### src/rtl/mem_access_unit.sv
// Data-memory initiator: sequences load/store requests onto a byte/dword-write memory port.
// Optional MEM_ACCESS_RANGE_CHECK_EN flags requests outside [DATA_START, DATA_START+DATA_BYTES).
module mem_access_unit #(
   parameter logic [63:0] DATA_START = 64'h10000000,
   parameter logic [63:0] DATA_BYTES = 64'h8000
) (
   input  logic        clk,
   input  logic        reset,
   input  logic        req_valid,
   output logic        req_ready,
   input  logic        req_load,
   input  logic        req_store,
   input  logic [1:0]  req_size,
   input  logic        req_signed,
   input  logic [63:0] req_addr,
   input  logic [63:0] req_wdata,
   output logic        resp_valid,
   output logic        resp_error,
   output logic [63:0] resp_rdata,
   output logic [63:0] mem_addr,
   output logic [63:0] mem_wdata,
   output logic        mem_word_we,
   output logic        mem_byte_we,
   input  logic [63:0] mem_rdata
);

   localparam logic [2:0] IDLE = 3'd0;
   localparam logic [2:0] LOAD = 3'd1;
   localparam logic [2:0] STB  = 3'd2;
   localparam logic [2:0] STD  = 3'd3;
   localparam logic [2:0] RESP = 3'd4;

   logic [2:0]  state_q, state_d;
   logic [63:0] addr_q, addr_d;
   logic [63:0] wdata_q, wdata_d;
   logic [1:0]  size_q, size_d;
   logic        signed_q, signed_d;
   logic [1:0]  cnt_q, cnt_d;

   logic        req_ready_d, resp_valid_d, resp_error_d;
   logic [63:0] resp_rdata_d, mem_addr_d, mem_wdata_d;
   logic        mem_word_we_d, mem_byte_we_d;

   logic        misaligned, range_err, req_err;
   logic [1:0]  last_cnt;
   logic [63:0] lane, load_ext;

   always_comb begin
      misaligned = 1'b0;
      case (req_size)
         2'd1:    misaligned = req_addr[0];
         2'd2:    misaligned = |req_addr[1:0];
         2'd3:    misaligned = |req_addr[2:0];
         default: misaligned = 1'b0;
      endcase
   end

`ifdef MEM_ACCESS_RANGE_CHECK_EN
   // 65-bit sums so a request ending exactly at 2^64 is not mistaken for a small address
   logic [64:0] req_end, seg_end;
   always_comb begin
      req_end   = {1'b0, req_addr} + (65'd1 << req_size);
      seg_end   = {1'b0, DATA_START} + {1'b0, DATA_BYTES};
      range_err = (req_addr < DATA_START) || (req_end > seg_end);
   end
`else
   logic unused_range_params;
   assign unused_range_params = ^{DATA_START, DATA_BYTES};
   assign range_err = 1'b0;
`endif

   assign req_err = (req_load && req_store) || misaligned || range_err;

   always_comb begin
      case (size_q)
         2'd0:    last_cnt = 2'd0;
         2'd1:    last_cnt = 2'd1;
         default: last_cnt = 2'd3;
      endcase
   end

   assign lane = mem_rdata >> {addr_q[2:0], 3'b000};

   always_comb begin
      case (size_q)
         2'd0:    load_ext = signed_q ? {{56{lane[7]}}, lane[7:0]}   : {56'b0, lane[7:0]};
         2'd1:    load_ext = signed_q ? {{48{lane[15]}}, lane[15:0]} : {48'b0, lane[15:0]};
         2'd2:    load_ext = signed_q ? {{32{lane[31]}}, lane[31:0]} : {32'b0, lane[31:0]};
         default: load_ext = lane;
      endcase
   end

   always_comb begin
      state_d       = state_q;
      addr_d        = addr_q;
      wdata_d       = wdata_q;
      size_d        = size_q;
      signed_d      = signed_q;
      cnt_d         = cnt_q;
      req_ready_d   = 1'b0;
      resp_valid_d  = 1'b0;
      resp_error_d  = 1'b0;
      resp_rdata_d  = 64'b0;
      mem_addr_d    = mem_addr;
      mem_wdata_d   = mem_wdata;
      mem_word_we_d = 1'b0;
      mem_byte_we_d = 1'b0;

      case (state_q)
         IDLE: begin
            req_ready_d = 1'b1;
            if (req_valid && req_ready && (req_load || req_store)) begin
               addr_d      = req_addr;
               wdata_d     = req_wdata;
               size_d      = req_size;
               signed_d    = req_signed;
               cnt_d       = 2'd0;
               req_ready_d = 1'b0;
               if (req_err) begin
                  state_d      = RESP;
                  resp_valid_d = 1'b1;
                  resp_error_d = 1'b1;
               end else if (req_load) begin
                  state_d    = LOAD;
                  mem_addr_d = {req_addr[63:3], 3'b000};
               end else if (req_size == 2'd3) begin
                  state_d       = STD;
                  mem_addr_d    = req_addr;
                  mem_wdata_d   = req_wdata;
                  mem_word_we_d = 1'b1;
               end else begin
                  state_d       = STB;
                  mem_addr_d    = req_addr;
                  mem_wdata_d   = {56'b0, req_wdata[7:0]};
                  mem_byte_we_d = 1'b1;
               end
            end
         end
         LOAD: begin
            state_d      = RESP;
            resp_valid_d = 1'b1;
            resp_rdata_d = load_ext;
         end
         STD: begin
            state_d      = RESP;
            resp_valid_d = 1'b1;
         end
         STB: begin
            if (cnt_q == last_cnt) begin
               state_d      = RESP;
               resp_valid_d = 1'b1;
            end else begin
               cnt_d         = cnt_q + 2'd1;
               mem_addr_d    = addr_q + {62'b0, cnt_d};
               mem_wdata_d   = {56'b0, wdata_q[{cnt_d, 3'b000} +: 8]};
               mem_byte_we_d = 1'b1;
            end
         end
         RESP: begin
            state_d     = IDLE;
            req_ready_d = 1'b1;
         end
         default: begin
            state_d     = IDLE;
            req_ready_d = 1'b1;
         end
      endcase
   end

   always_ff @(posedge clk) begin
      if (reset) begin
         state_q     <= IDLE;
         addr_q      <= 64'b0;
         wdata_q     <= 64'b0;
         size_q      <= 2'd0;
         signed_q    <= 1'b0;
         cnt_q       <= 2'd0;
         req_ready   <= 1'b1;
         resp_valid  <= 1'b0;
         resp_error  <= 1'b0;
         resp_rdata  <= 64'b0;
         mem_addr    <= 64'b0;
         mem_wdata   <= 64'b0;
         mem_word_we <= 1'b0;
         mem_byte_we <= 1'b0;
      end else begin
         state_q     <= state_d;
         addr_q      <= addr_d;
         wdata_q     <= wdata_d;
         size_q      <= size_d;
         signed_q    <= signed_d;
         cnt_q       <= cnt_d;
         req_ready   <= req_ready_d;
         resp_valid  <= resp_valid_d;
         resp_error  <= resp_error_d;
         resp_rdata  <= resp_rdata_d;
         mem_addr    <= mem_addr_d;
         mem_wdata   <= mem_wdata_d;
         mem_word_we <= mem_word_we_d;
         mem_byte_we <= mem_byte_we_d;
      end
   end

endmodule

### config.mk
export PLATFORM = sky130hd
export DESIGN_NAME = mem_access_unit
export DESIGN_NICKNAME = d
export VERILOG_FILES = /design/src/rtl/mem_access_unit.sv
export SDC_FILE = /design/constraint.sdc
export NUM_CORES = 1
export LEC_CHECK = 0
export ABC_AREA = 1
export CORE_AREA = 2 2 223 159
export CTS_CLUSTER_DIAMETER = 200
export DETAILED_ROUTE_END_ITERATION = 6
export DIE_AREA = 0 0 225 161
export GPL_TIMING_DRIVEN = 0
export PLACE_DENSITY = 0.77
export SYNTH_ARGS = -nofsm -noshare
export SYNTH_HDL_FRONTEND = slang
export SYNTH_SLANG_ARGS = --single-unit
export TNS_END_PERCENT = 100
### constraint.sdc
create_clock -name clk -period 2.39 [get_ports clk]
set_input_delay 0.5975 -clock clk [delete_from_list [all_inputs] [get_ports clk]]
set_output_delay 0.5975 -clock clk [all_outputs]
set_load 0.01 [all_outputs]
-- After elaboration in Yosys (flattened, before gate mapping)
Index checks and enable logic that the tools add are counted.
- register bits: 333
- bits in latches: 0
- memory bits (writable): 0
- bits in read-only memories: 0
- bits of input ports: 200
- output and inout bits: 197
- word-level logic and storage cells: 94
- memories kept: 0
- add/sub/neg operators: 2
- $mul: 0
- divide/modulo/power cells: 0
- order comparisons: 0
- equal/unequal tests: 14
- shifts and indexed selects: 2
- mux-type cells: 39
- bitwise operators: 3
- reductions and logical operators: 20
- operator list (kind ; number):
    $mux 64 ; 11
    $pmux 64 s2 ; 2
    $pmux 64 s3 ; 1
    $add 64x2->64 ; 1
    $shiftx 64x6->8 ; 1
    $shr 64x6->64 ; 1
    $mux 3 ; 4
    $mux 1 ; 11
    $ne 2x2->1 const B ; 5
    $pmux 3 s3 ; 1
    $pmux 2 s2 ; 2
    $reduce_or 2->1 ; 4
    $eq 2x2->1 const B ; 3
    $eq 3x2->1 const B ; 2
    $mux 2 ; 3
    $pmux 1 s3 ; 2
    $reduce_or 3->1 ; 2
    $reduce_and 5->1 ; 1
    $reduce_or 5->1 ; 1
    $eq 2x1->1 const B ; 2
    $pmux 1 s2 ; 2
    $reduce_and 2->1 ; 2
    $reduce_and 4->1 ; 1
    $eq 3x1->1 const B ; 1
    9 further kinds ; 14

-- Depth between registers and ports, before layout
- word-level depth: 6
- gate-level depth with buffers: 16
- gate-level depth less buffers: 15

-- Worst setup path before layout
Ideal clock, no wire load.
- path type: flip-flop to flip-flop
- from: register cnt_q[0]
- to: register mem_addr[34]
- library setup time: 0.132 ns
- data arrival time: 2.118 ns
- data required time: 2.258 ns
- setup slack: 0.140 ns
- stages on the path, launching flop included: 16
- buffers on the path: 1
- period minus slack after synthesis: 2.250 ns
- path through: dfxtp_1 -> buf_2 -> nor2_2 -> nor2_1 -> fa_1 -> nand2_1 -> nor2_2 -> nand2_2 -> nor2_2 -> nand2_1 -> nor2_1 -> nand2_1 -> nand2_1 -> nand2_1 -> nand2_1 -> a21oi_1
- word-level cells in the longest chain between the ends: 4
- elaborated cells between the ends (all ways): 7
- classes of those cells: 2 x add/sub; 2 x eq/ne; 2 x mux; 1 x reduce/logical
- RTL lines (what ; line ; source):
    start, declared ; 38 ; logic [1:0] cnt_q, cnt_d;
    start signal, assigned ; 192 ; cnt_q <= cnt_d;
    $add 2x1->2 ; 153 ; cnt_d = cnt_q + 2'd1;
    $add 64x2->64 ; 154 ; mem_addr_d = addr_q + {62'b0, cnt_d};
    $mux 64 ; 149 ; if (cnt_q == last_cnt) begin
    $pmux 64 s2 ; 109 ; case (state_q)
    end signal, assigned ; 197 ; mem_addr <= mem_addr_d;
    end, declared ; 20 ; output logic [63:0] mem_addr,
Several ways; a longest one is shown, not always the timed one. The select of a mux whose other input is x is not followed.
A chain may end at the register's enable or synchronous reset.

-- Final worst setup path
- from: register cnt_q[0]
- to: register mem_addr[48]
The elaborated chain is that of the path after synthesis.

==> impl_metrics.json <==
{
  "rsz0062_at_grt": "true",
  "yosys_warnings": 0,
  "routabilityCongestion": 1.06,
  "wl_per_cell_um": 22.9,
  "synth.most_common_cell": "nand2_1",
  "cts-root-buf": "clkbuf_16",
  "synth_top_area_cell": "dfxtp_1",
  "grt_max_degree": 17,
  "core_area_sq_um": 34200,
  "syn_avg_cell_area_sq_um": 6.60,
  "setup_ws_ns": -0.0771,
  "drt_iter0_drc": 2507,
  "dpl.hpwl_mm": 58.2,
  "port_buffers": 395,
  "cts_tree": "built",
  "hp-class": "flip-flop to flip-flop",
  "hold_buffers": 0,
  "fill_cells": 3148,
  "drc": 0,
  "num_io_pins": 397,
  "ir_drop_mv": 0.638,
  "worst-path-buf-inv": 2,
  "tritoncts.num_buffers": 31,
  "tightest_slew_ns": 0.909,
  "vias_per_cell": 5.83,
  "rows": 57,
  "whs_ns": 0.464,
  "start_util_pct": 44.5,
  "setup_viol": 4,
  "seq_area_frac_synth_pct": 39.7,
  "powerDensity_nw_per_um2": 657,
  "die_y_um": 161,
  "path_common_cell": "nor2_4",
  "clkTransAtPathRegs_ns": 0.06,
  "status": "finished, violations left",
  "drive_gt1_share_pct": 7.94,
  "chipWidth_um": 225,
  "crit_fanout": 7,
  "final_nets": 2953,
  "drv_slew": 0,
  "fin_crit_sh_pct": 103,
  "synth_nets": 2507,
  "cts.path.max_buffers": 3,
  "synthToLayoutAreaGrowth_pct": 39.6,
  "grt_pass1_wl_mm": 106,
  "startpoint_type": "flip-flop",
  "ant_nets": 0,
  "synthCells": 2304,
  "ys.flop_type": "dfxtp_1",
  "insertion_delay_ns": 0.62,
  "htree_num_levels": 1,
  "synth_common_cells": "565 x nand2_1, 301 x dfxtp_1, 300 x nor2_1, 238 x a21oi_1, 215 x o21ai_0",
  "failed_checks": "setup timing",
  "power.leakage_nw": 8.36,
  "hold_viol": 0,
  "synth_area_leaders": "dfxtp_1 40%, nand2_1 14%, a21oi_1 7.8%, nor2_1 7.4%, o21ai_0 7.1%",
  "first_pass_iters": 7,
  "crit_chain": "buf_8, nand2_8, clkinv_8, nor2_4, fa_2, nand2_4, nor2_4, nand2_4, nor2_4, nand2_4, nor2_4, nand3_2, nand2_1, nand2_1, a21oi_2",
  "cp_data_arrival_time_ns": 3.01,
  "ys_async_sr_fraction_pct": 0,
  "finalPower_mw": 14.0,
  "finalCriticalPeriod_ns": 2.47,
  "first_global_vias": 17023,
  "slowest_delay_ns": 0.37,
  "crit_required_ns": 2.94,
  "synth_edf_count": 0,
  "syn_area_sq_um": 15200,
  "fin_skew_ns": 0.0354,
  "num_vias": 18746,
  "drt-total-wl_mm": 73.5,
  "ys_ff_latch": 301,
  "tns_ns": -0.188,
  "dieArea_sq_um": 36200,
  "fmax_mhz": 405,
  "clock_sinks": 301,
  "antenna_found_initial": 3,
  "drv_cap": 0,
  "relSlewSlack_pct": 38.8,
  "seqCellArea_sq_um": 6030,
  "synth_top_area_share_pct": 39.7,
  "path_class": "flip-flop to flip-flop",
  "ys_types": 43,
  "grt_usage_pct": 38.8,
  "slowest_stage": "dfxtp_4",
  "multi_input_area_sq_um": 8120,
  "crit_family": "simple AND/OR/NAND/NOR gates",
  "gr-total-overflow": 0,
  "endpoint_kind": "flip-flop"
}
[worst paths after layout]
| kind | start | end | slack [ns] | cells after the start |
|---|---|---|---|---|
| worst min register to register | mem_wdata[48]$_SDFFE_PP0P_ | mem_wdata[48]$_SDFFE_PP0P_ | 0.46 | 2 |
| worst min-delay path | mem_wdata[48]$_SDFFE_PP0P_ | mem_wdata[48]$_SDFFE_PP0P_ | 0.46 | 2 |
| worst max-delay path | cnt_q[0]$_SDFFE_PP0P_ | mem_addr[48]$_SDFFE_PP0P_ | -0.08 | 15 |
| worst max register to register | cnt_q[0]$_SDFFE_PP0P_ | mem_addr[48]$_SDFFE_PP0P_ | -0.08 | 15 |
[report_power, final]
part           internal (mW)  total (mW)  leakage (nW)  switching [mW]
Sequential              5.37        5.74          2.45           0.363
Clock                   2.79        4.98         0.498            2.19
Combinational           1.23        3.24          5.41            2.01
Total                   9.39        14.0          8.36            4.57
[what timing repair did]
| action | 4_1_cts | 5_1_grt |
|---|---|---|
| setup buffers | 8 | 11 |
| resized for setup | 43 | 70 |
| setup endpoints to repair | 65 | 70 |
| pin swaps | 10 | 26 |
[routing by layer]
metal	GRT usage [%]	vias up	part of all wire [%]
li1	-	8503	-
met1	58.8	8887	45
met2	53.9	1216	40
met3	10.7	140	13
met4	9.33	0	2.4
met5	0	-	0
[layout make-up]
cell class	count	area share (%)
flip-flops and latches	301	28.4
diodes	3	0.0354
multi-input cells	1671	38.3
clock inverters	12	0.649
well taps	442	2.61
clock buffers	42	4.13
plain buffers	153	3.34
repair buffers	414	19.3
inverters	178	3.25
[per-stage QoR]
| stage | cells | worst slack (ns) | area (sq um) | util [%] |
|---|---|---|---|---|
| floorplan | 2304 | 0.140 | 15200 | - |
| finish | 3216 | -0.0771 | 21200 | 62.1 |
| CTS | 3203 | 0.00703 | 20900 | 61.2 |
| detailed placement | 3141 | -0.824 | 19700 | 57.7 |
| global placement | 3141 | -0.794 | 19700 | 57.7 |
| global route | 3216 | -0.0945 | 21200 | 62.1 |
[cells by family (layout without fill, tap and decap cells)]
logic type / after synthesis / in the layout / share of synthesized area, %
and+or+nand+nor: 1115 / 1115 / 31.0
AOI/OAI and AO/OA: 520 / 520 / 18.0
buffers and inverters: 332 / 799 / 9.02
DFF: 301 / 301 / 39.7
muxes: 18 / 18 / 1.19
xor gates and xnor gates: 15 / 15 / 0.865
adders and majority gates: 3 / 3 / 0.296
other: 0 / 3 / 0
[worst register-to-register path, stage by stage (launching register included)]
cell and delay (ns):
dfxtp_4 0.37, buf_8 0.15, nand2_8 0.09, clkinv_8 0.05, nor2_4 0.14, fa_2 0.32
nand2_4 0.09, nor2_4 0.14, nand2_4 0.13, nor2_4 0.30, nand2_4 0.15, nor2_4 0.17
nand3_2 0.08, nand2_1 0.08, nand2_1 0.07, a21oi_2 0.12
[cells in the final DEF, fill, tap and decap left out, types with 14 or more instances in the layout]
master,instances
buf_4,23
clkbuf_16,31
a31oi_1,15
clkbuf_1,86
o211ai_1,17
dfxtp_1,299
a21oi_1,230
mux2i_1,18
nand4_1,105
nand3_1,99
buf_2,45
inv_1,166
o21ai_0,205
nand2_1,550
nor2_1,289
o21ai_1,14
clkdlybuf4s50_1,395
[flip-flops by register name, indices dropped and copies added (netlist names)]
name	flops
cnt_q	2
signed_q	1
resp_rdata	64
state_q	3
mem_addr	64
req_ready	1
mem_wdata	64
wdata_q	32
size_q	2
addr_q	64
resp_valid	1
mem_byte_we	1
mem_word_we	1
resp_error	1
No activity file was read; power rests on OpenSTA's default activity.
